File: src/rtl/iot_riscv_irq_pkg.sv
// Shared types for the RISC-V interrupt arbiter: FSM state encoding and
// the source-index width helper.
package iot_riscv_irq_pkg;

    typedef enum logic [1:0] {
        ST_IDLE  = 2'b00,
        ST_REQ   = 2'b01,
        ST_SERVE = 2'b10
    } irq_state_e;

    function automatic int irq_id_width(input int n);
        return $clog2(n);
    endfunction

endpackage

File: src/rtl/iot_riscv_irq_prio_enc.sv
// Lowest-index-first priority encoder: reports whether any bit is set and
// the index of the lowest set bit.
module iot_riscv_irq_prio_enc #(
    parameter int width_p     = 32,
    parameter int idx_width_p = 5
) (
    input  logic [width_p-1:0]     vec,
    output logic                   vld,
    output logic [idx_width_p-1:0] idx
);

    // scan from the top so the lowest set bit is the last to write idx
    always_comb begin
        vld = 1'b0;
        idx = {idx_width_p{1'b0}};
        for (int i = width_p - 1; i >= 0; i--) begin
            idx = vec[i] ? idx_width_p'(i) : idx;
            vld = vld | vec[i];
        end
    end

endmodule

File: src/rtl/iot_riscv_irq_arb.sv
// Interrupt arbiter: per-source edge/level pending capture, lowest-index
// arbitration and a request/serve handshake with the core.
module iot_riscv_irq_arb
    import iot_riscv_irq_pkg::*;
#(
    parameter  int irq_width_p = 32,
    localparam int id_width_p  = irq_id_width(irq_width_p)
) (
    input  logic                   main_clk_i,
    input  logic                   main_rst_i,
    input  logic [irq_width_p-1:0] src_i,
    input  logic [irq_width_p-1:0] edge_i,
    input  logic [irq_width_p-1:0] en_i,
    input  logic [irq_width_p-1:0] clr_i,
    input  logic                   id_irq_i,
    input  logic                   id_mret_i,
    output logic                   core_irq_o,
    output logic                   claim_vld_o,
    output logic [id_width_p-1:0]  claim_id_o,
    output logic [irq_width_p-1:0] pend_o
);

    localparam logic [irq_width_p-1:0] zero_c = {irq_width_p{1'b0}};
    localparam logic [irq_width_p-1:0] one_c  = {{(irq_width_p-1){1'b0}}, 1'b1};

    irq_state_e               state_r;
    irq_state_e               state_nxt_s;
    logic [irq_width_p-1:0]   src_q_r;
    logic [irq_width_p-1:0]   pend_r;
    logic [irq_width_p-1:0]   pend_nxt_s;
    logic [irq_width_p-1:0]   edge_evt_s;
    logic [irq_width_p-1:0]   elig_s;
    logic [irq_width_p-1:0]   claim_mask_s;
    logic                     armed_r;
    logic                     win_vld_s;
    logic [id_width_p-1:0]    win_id_s;
    logic                     claim_s;
    logic                     core_irq_r;
    logic                     claim_vld_r;
    logic [id_width_p-1:0]    claim_id_r;

    // armed_r masks the first cycle after reset so a source already high is not seen as an edge
    assign edge_evt_s   = armed_r ? (src_i & ~src_q_r) : zero_c;
    assign elig_s       = pend_r & en_i;
    assign claim_mask_s = claim_s ? (one_c << win_id_s) : zero_c;

    iot_riscv_irq_prio_enc #(
        .width_p     (irq_width_p),
        .idx_width_p (id_width_p)
    ) u_prio_enc (
        .vec (elig_s),
        .vld (win_vld_s),
        .idx (win_id_s)
    );

    // next pending: edge sources latch events (set beats clear), level sources follow src
    always_comb begin
        pend_nxt_s = zero_c;
        for (int i = 0; i < irq_width_p; i++) begin
            if (edge_i[i]) begin
                pend_nxt_s[i] = edge_evt_s[i] | (pend_r[i] & ~clr_i[i] & ~claim_mask_s[i]);
            end else begin
                pend_nxt_s[i] = src_i[i];
            end
        end
    end

    // FSM next state and claim strobe
    always_comb begin
        state_nxt_s = state_r;
        claim_s     = 1'b0;
        case (state_r)
            ST_IDLE: begin
                if (win_vld_s) begin
                    state_nxt_s = ST_REQ;
                end else begin
                    state_nxt_s = ST_IDLE;
                end
            end
            ST_REQ: begin
                if (!win_vld_s) begin
                    state_nxt_s = ST_IDLE;
                end else if (id_irq_i) begin
                    state_nxt_s = ST_SERVE;
                    claim_s     = 1'b1;
                end else begin
                    state_nxt_s = ST_REQ;
                end
            end
            ST_SERVE: begin
                if (id_mret_i) begin
                    state_nxt_s = ST_IDLE;
                end else begin
                    state_nxt_s = ST_SERVE;
                end
            end
            default: begin
                state_nxt_s = ST_IDLE;
            end
        endcase
    end

    // source sampling, pending vector and first-cycle arming
    always_ff @(posedge main_clk_i or posedge main_rst_i) begin
        if (main_rst_i) begin
            src_q_r <= zero_c;
            pend_r  <= zero_c;
            armed_r <= 1'b0;
        end else begin
            src_q_r <= src_i;
            pend_r  <= pend_nxt_s;
            armed_r <= 1'b1;
        end
    end

    // FSM state and registered handshake outputs
    always_ff @(posedge main_clk_i or posedge main_rst_i) begin
        if (main_rst_i) begin
            state_r     <= ST_IDLE;
            core_irq_r  <= 1'b0;
            claim_vld_r <= 1'b0;
            claim_id_r  <= {id_width_p{1'b0}};
        end else begin
            state_r     <= state_nxt_s;
            core_irq_r  <= (state_nxt_s == ST_REQ);
            claim_vld_r <= (state_nxt_s == ST_SERVE);
            if (claim_s) begin
                claim_id_r <= win_id_s;
            end else begin
                claim_id_r <= claim_id_r;
            end
        end
    end

    assign core_irq_o  = core_irq_r;
    assign claim_vld_o = claim_vld_r;
    assign claim_id_o  = claim_id_r;
    assign pend_o      = pend_r;

endmodule
File: config.mk
export PLATFORM = sky130hd
export DESIGN_NAME = iot_riscv_irq_arb
export DESIGN_NICKNAME = d
export VERILOG_FILES = /design/src/rtl/iot_riscv_irq_pkg.sv /design/src/rtl/iot_riscv_irq_prio_enc.sv /design/src/rtl/iot_riscv_irq_arb.sv
export SDC_FILE = /design/constraint.sdc
export NUM_CORES = 1
export LEC_CHECK = 0
export CORE_AREA = 3 3 95 97
export CTS_CLUSTER_SIZE = 14
export DETAILED_ROUTE_END_ITERATION = 10
export DIE_AREA = 0 0 98 100
export HOLD_SLACK_MARGIN = 0.06
export PLACE_DENSITY_LB_ADDON = 0.3
export SETUP_SLACK_MARGIN = 0.2
export SLEW_MARGIN = 10
export SYNTH_ARGS = -nofsm -noshare
export SYNTH_HDL_FRONTEND = slang
export SYNTH_HIERARCHICAL = 1
export SYNTH_SLANG_ARGS = --single-unit
File: constraint.sdc
create_clock -name main_clk_i -period 4.2 [get_ports main_clk_i]
set_clock_uncertainty 0.2 [all_clocks]
set_input_delay 0.63 -clock main_clk_i [delete_from_list [all_inputs] [get_ports main_clk_i]]
set_output_delay 0.63 -clock main_clk_i [all_outputs]
set_load 0.05 [all_outputs]
==> metrics <==
first-pass GRT wire length=17700 µm; Critical Path AT=3.32 ns; Port Buffers=170; HPWL after detailed placement=9030 µm; RSZ-0062 raised after global routing=false; H-tree Lvls=3; Fillers=649; Die Ht=100 µm; Final nets=672; Worst-Skew Late Latency=0.34 ns; setup violators final=0; Crit path top cell by count=nor4_1; simple-gate share of the synthesized area=28.8%; Main synth FF type=dfrtp_1; area of the multi-input gates=0.00164 mm²; main combinational cell family by area after synthesis=simple AND/OR/NAND/NOR gates; P&R area growth vs syn=56.0%; sequence of cells on the critical path=clkdlybuf4s50_1 > and2_1 > nor4_1 > nand3_1 > a21oi_1 > nand2_1 > nor4_1 > o2bb2ai_1; final hold viol count=0; gpl congestion=0.854; Num Clock Sinks=74; initial core utilization=43.7%; CTS tree=yes; worst-margin pin slew=1.00 ns; kind of critical path=input port to flip-flop; Pleak=0.00221 µW; total CTS buffers=9; FF/Latch Area=0.00185 mm²; total vias in the final route=3520; drt drc=0; Synth Net Count=496; Fmax=303 MHz; Clock Pin Slew Worst Setup and Hold Paths=0.07 ns; Hold Path Class=flip-flop to flip-flop; initial antenna violation count=0; min setup slack post-route=0.895 ns; Antenna diodes=0; Synth Cell Area=0.00359 mm²; Post-Synthesis Cells=364; outcome=complete, no violations; WL per Instance=17.5 µm; layout cells sized above 1=5.50%; Seq/Total Area, Yosys=51.5%; fin. max-slew vios=0; Post-CTS Setup Inserts=0; Avg Inst Size Synth=9.87 µm²; Synth async-reset ratio=100%; crit-path max cell delay=0.53 ns; Post-Synth XOR/XNOR Area=0%; hold_ws=0.285 ns; gr usage total=22.7%; register bit total from synthesis=74; Max Cap Violations=0; vias per std cell=5.42; initial detailed-routing violation count=222; PwrDens=384 mW/mm²; Synth warnings=6; post-detailed-routing wire length=11400 µm; DRT Pass-1 Iters=4; root buffer cell=clkbuf_8; synth unique cells=41; setup TNS=0 ns; Startpoint Class=input port; pin count of the biggest net entering global routing=59; Post-CTS Hold Fix Bufs=0; Max clock buf depth=2; EDFF count, synth=0; slew margin rel.=33.0%; die area=0.00980 mm²; dpl ws=0.614 ns; period utilisation layout=78.7%; ANT nets after route=0; worst path required time=4.21 ns; CTS resizes=0; total grt overflow=0; post-synthesis compound-gate area fraction=16.7%; CP Capture Type=flip-flop; mux share of post-synthesis cell area=0%; crit path time final=3.30 ns; die span in x=98 µm; # IOs=171; cell row count=33; peak supply drop=0.502 mV; adder-cell area share of the yosys netlist=0%; peak fanout along the critical path=9; core area=0.00822 mm²; Slowest cell on crit path=nor4_1; vias in the first global route=3530
==> synthesized netlist by cell type, types with 2 or more instances <==
library cell / count / area share (%)
a2111oi_0: 2 / 0.49
a211oi_1: 2 / 0.42
a21oi_1: 7 / 0.98
a22o_1: 12 / 2.9
and2_1: 34 / 5.9
and2b_1: 2 / 0.42
buf_2: 2 / 0.28
clkbuf_1: 5 / 0.52
dfrtp_1: 74 / 52
inv_1: 9 / 0.94
nand2_1: 35 / 3.7
nand2b_1: 4 / 0.70
nand3_1: 3 / 0.42
nand3b_1: 21 / 4.4
nand4_1: 12 / 2.1
nor2_1: 28 / 2.9
nor2b_1: 2 / 0.35
nor3_1: 10 / 1.4
nor3b_1: 2 / 0.42
nor4_1: 21 / 3.7
o21ai_0: 35 / 4.9
o2bb2ai_1: 20 / 4.9
o311ai_0: 2 / 0.49
o31ai_1: 2 / 0.42
or2_2: 2 / 0.35
==> flip-flops by register name (all words and copies together), names as in the netlist <==
name	count
core_irq_o	1
claim_id_o	5
src_q_r	32
state_r	2
claim_vld_o	1
pend_o	32
armed_r	1
==> cells by family (layout without fill, tap and decap cells) <==
logic type | after synthesis | count (layout)
DFF | 74 | 74
AOI/OAI and AO/OA | 88 | 88
other | 1 | 1
and+or+nand+nor | 182 | 182
buffers and inverters | 19 | 200
==> worst paths after layout <==
check / endpoint / start / slack (ns) / cells after the start
max: pend_o[15]$_DFF_PP0_ / en_i[7] / 0.90 / 8
min: claim_id_o[4]$_DFFE_PP0P_ / claim_id_o[4]$_DFFE_PP0P_ / 0.29 / 2
max reg2reg: pend_o[15]$_DFF_PP0_ / pend_o[6]$_DFF_PP0_ / 1.13 / 7
min reg2reg: claim_id_o[4]$_DFFE_PP0P_ / claim_id_o[4]$_DFFE_PP0P_ / 0.29 / 2
max in group asynchronous: pend_o[18]$_DFF_PP0_ / main_rst_i / 2.40 / 3
min in group asynchronous: pend_o[30]$_DFF_PP0_ / main_rst_i / 0.60 / 2
==> layout by cell type, fill, tap and decap left out, types with 2 or more instances in the layout <==
cell type          n
nor2b_1            2
nand2_1           35
clkinv_2           4
and2_1            34
a21oi_1            7
nand3_1            3
or2_2              2
a22o_1            12
o2bb2ai_1         20
o31ai_1            2
and2b_1            2
nand2b_1           4
o311ai_0           2
clkdlybuf4s50_1  170
nand3b_1          21
a2111oi_0          2
nor4_1            21
o21ai_0           35
dfrtp_1           74
a211oi_1           2
nor2_1            28
clkbuf_8          11
nand4_1           12
buf_4              5
nor3_1            10
inv_1              8
==> metrics by stage <==
stage	std cells	power (µW)	cell area, µm²	util [%]
after floorplan	364	1300	3590	-
after global placement	634	1590	5400	65.7
after detailed placement	634	1600	5400	65.7
after CTS	650	2160	5610	68.2
after global routing	650	2250	5610	68.2
final	650	2150	5610	68.2
==> power breakdown <==
| part | leakage [µW] | internal, µW | total (µW) | switching, µW |
|---|---|---|---|---|
| Sequential | 0.000891 | 792 | 846 | 53.9 |
| Clock | 0.000105 | 304 | 561 | 257 |
| Combinational | 0.00122 | 306 | 747 | 441 |
==> cell type report <==
class                   count  share of cell area, %
well taps                 105                   2.34
flip-flops and latches     74                   33.0
inverters                   9                  0.625
repair buffers            175                   31.0
multi-input cells         271                   29.3
clock inverters             5                  0.937
clock buffers              11                   2.70
==> worst max-delay path, delay by kind of cell <==
kind,cells,cell delay (ns)
AND/OR/NAND/NOR,5,1.65
AO/OA/AOI/OAI,2,0.62
buffers and inverters,1,0.40
==> layer usage <==
| metal | wire length [µm] | GRT usage, % |
|---|---|---|
| met1 | 4830 | 30.2 |
| met2 | 5400 | 35.7 |
| met3 | 948 | 7.09 |
| met4 | 171 | 6.92 |
| met5 | 0 | 0 |
(Power assumes the default switching activity.)
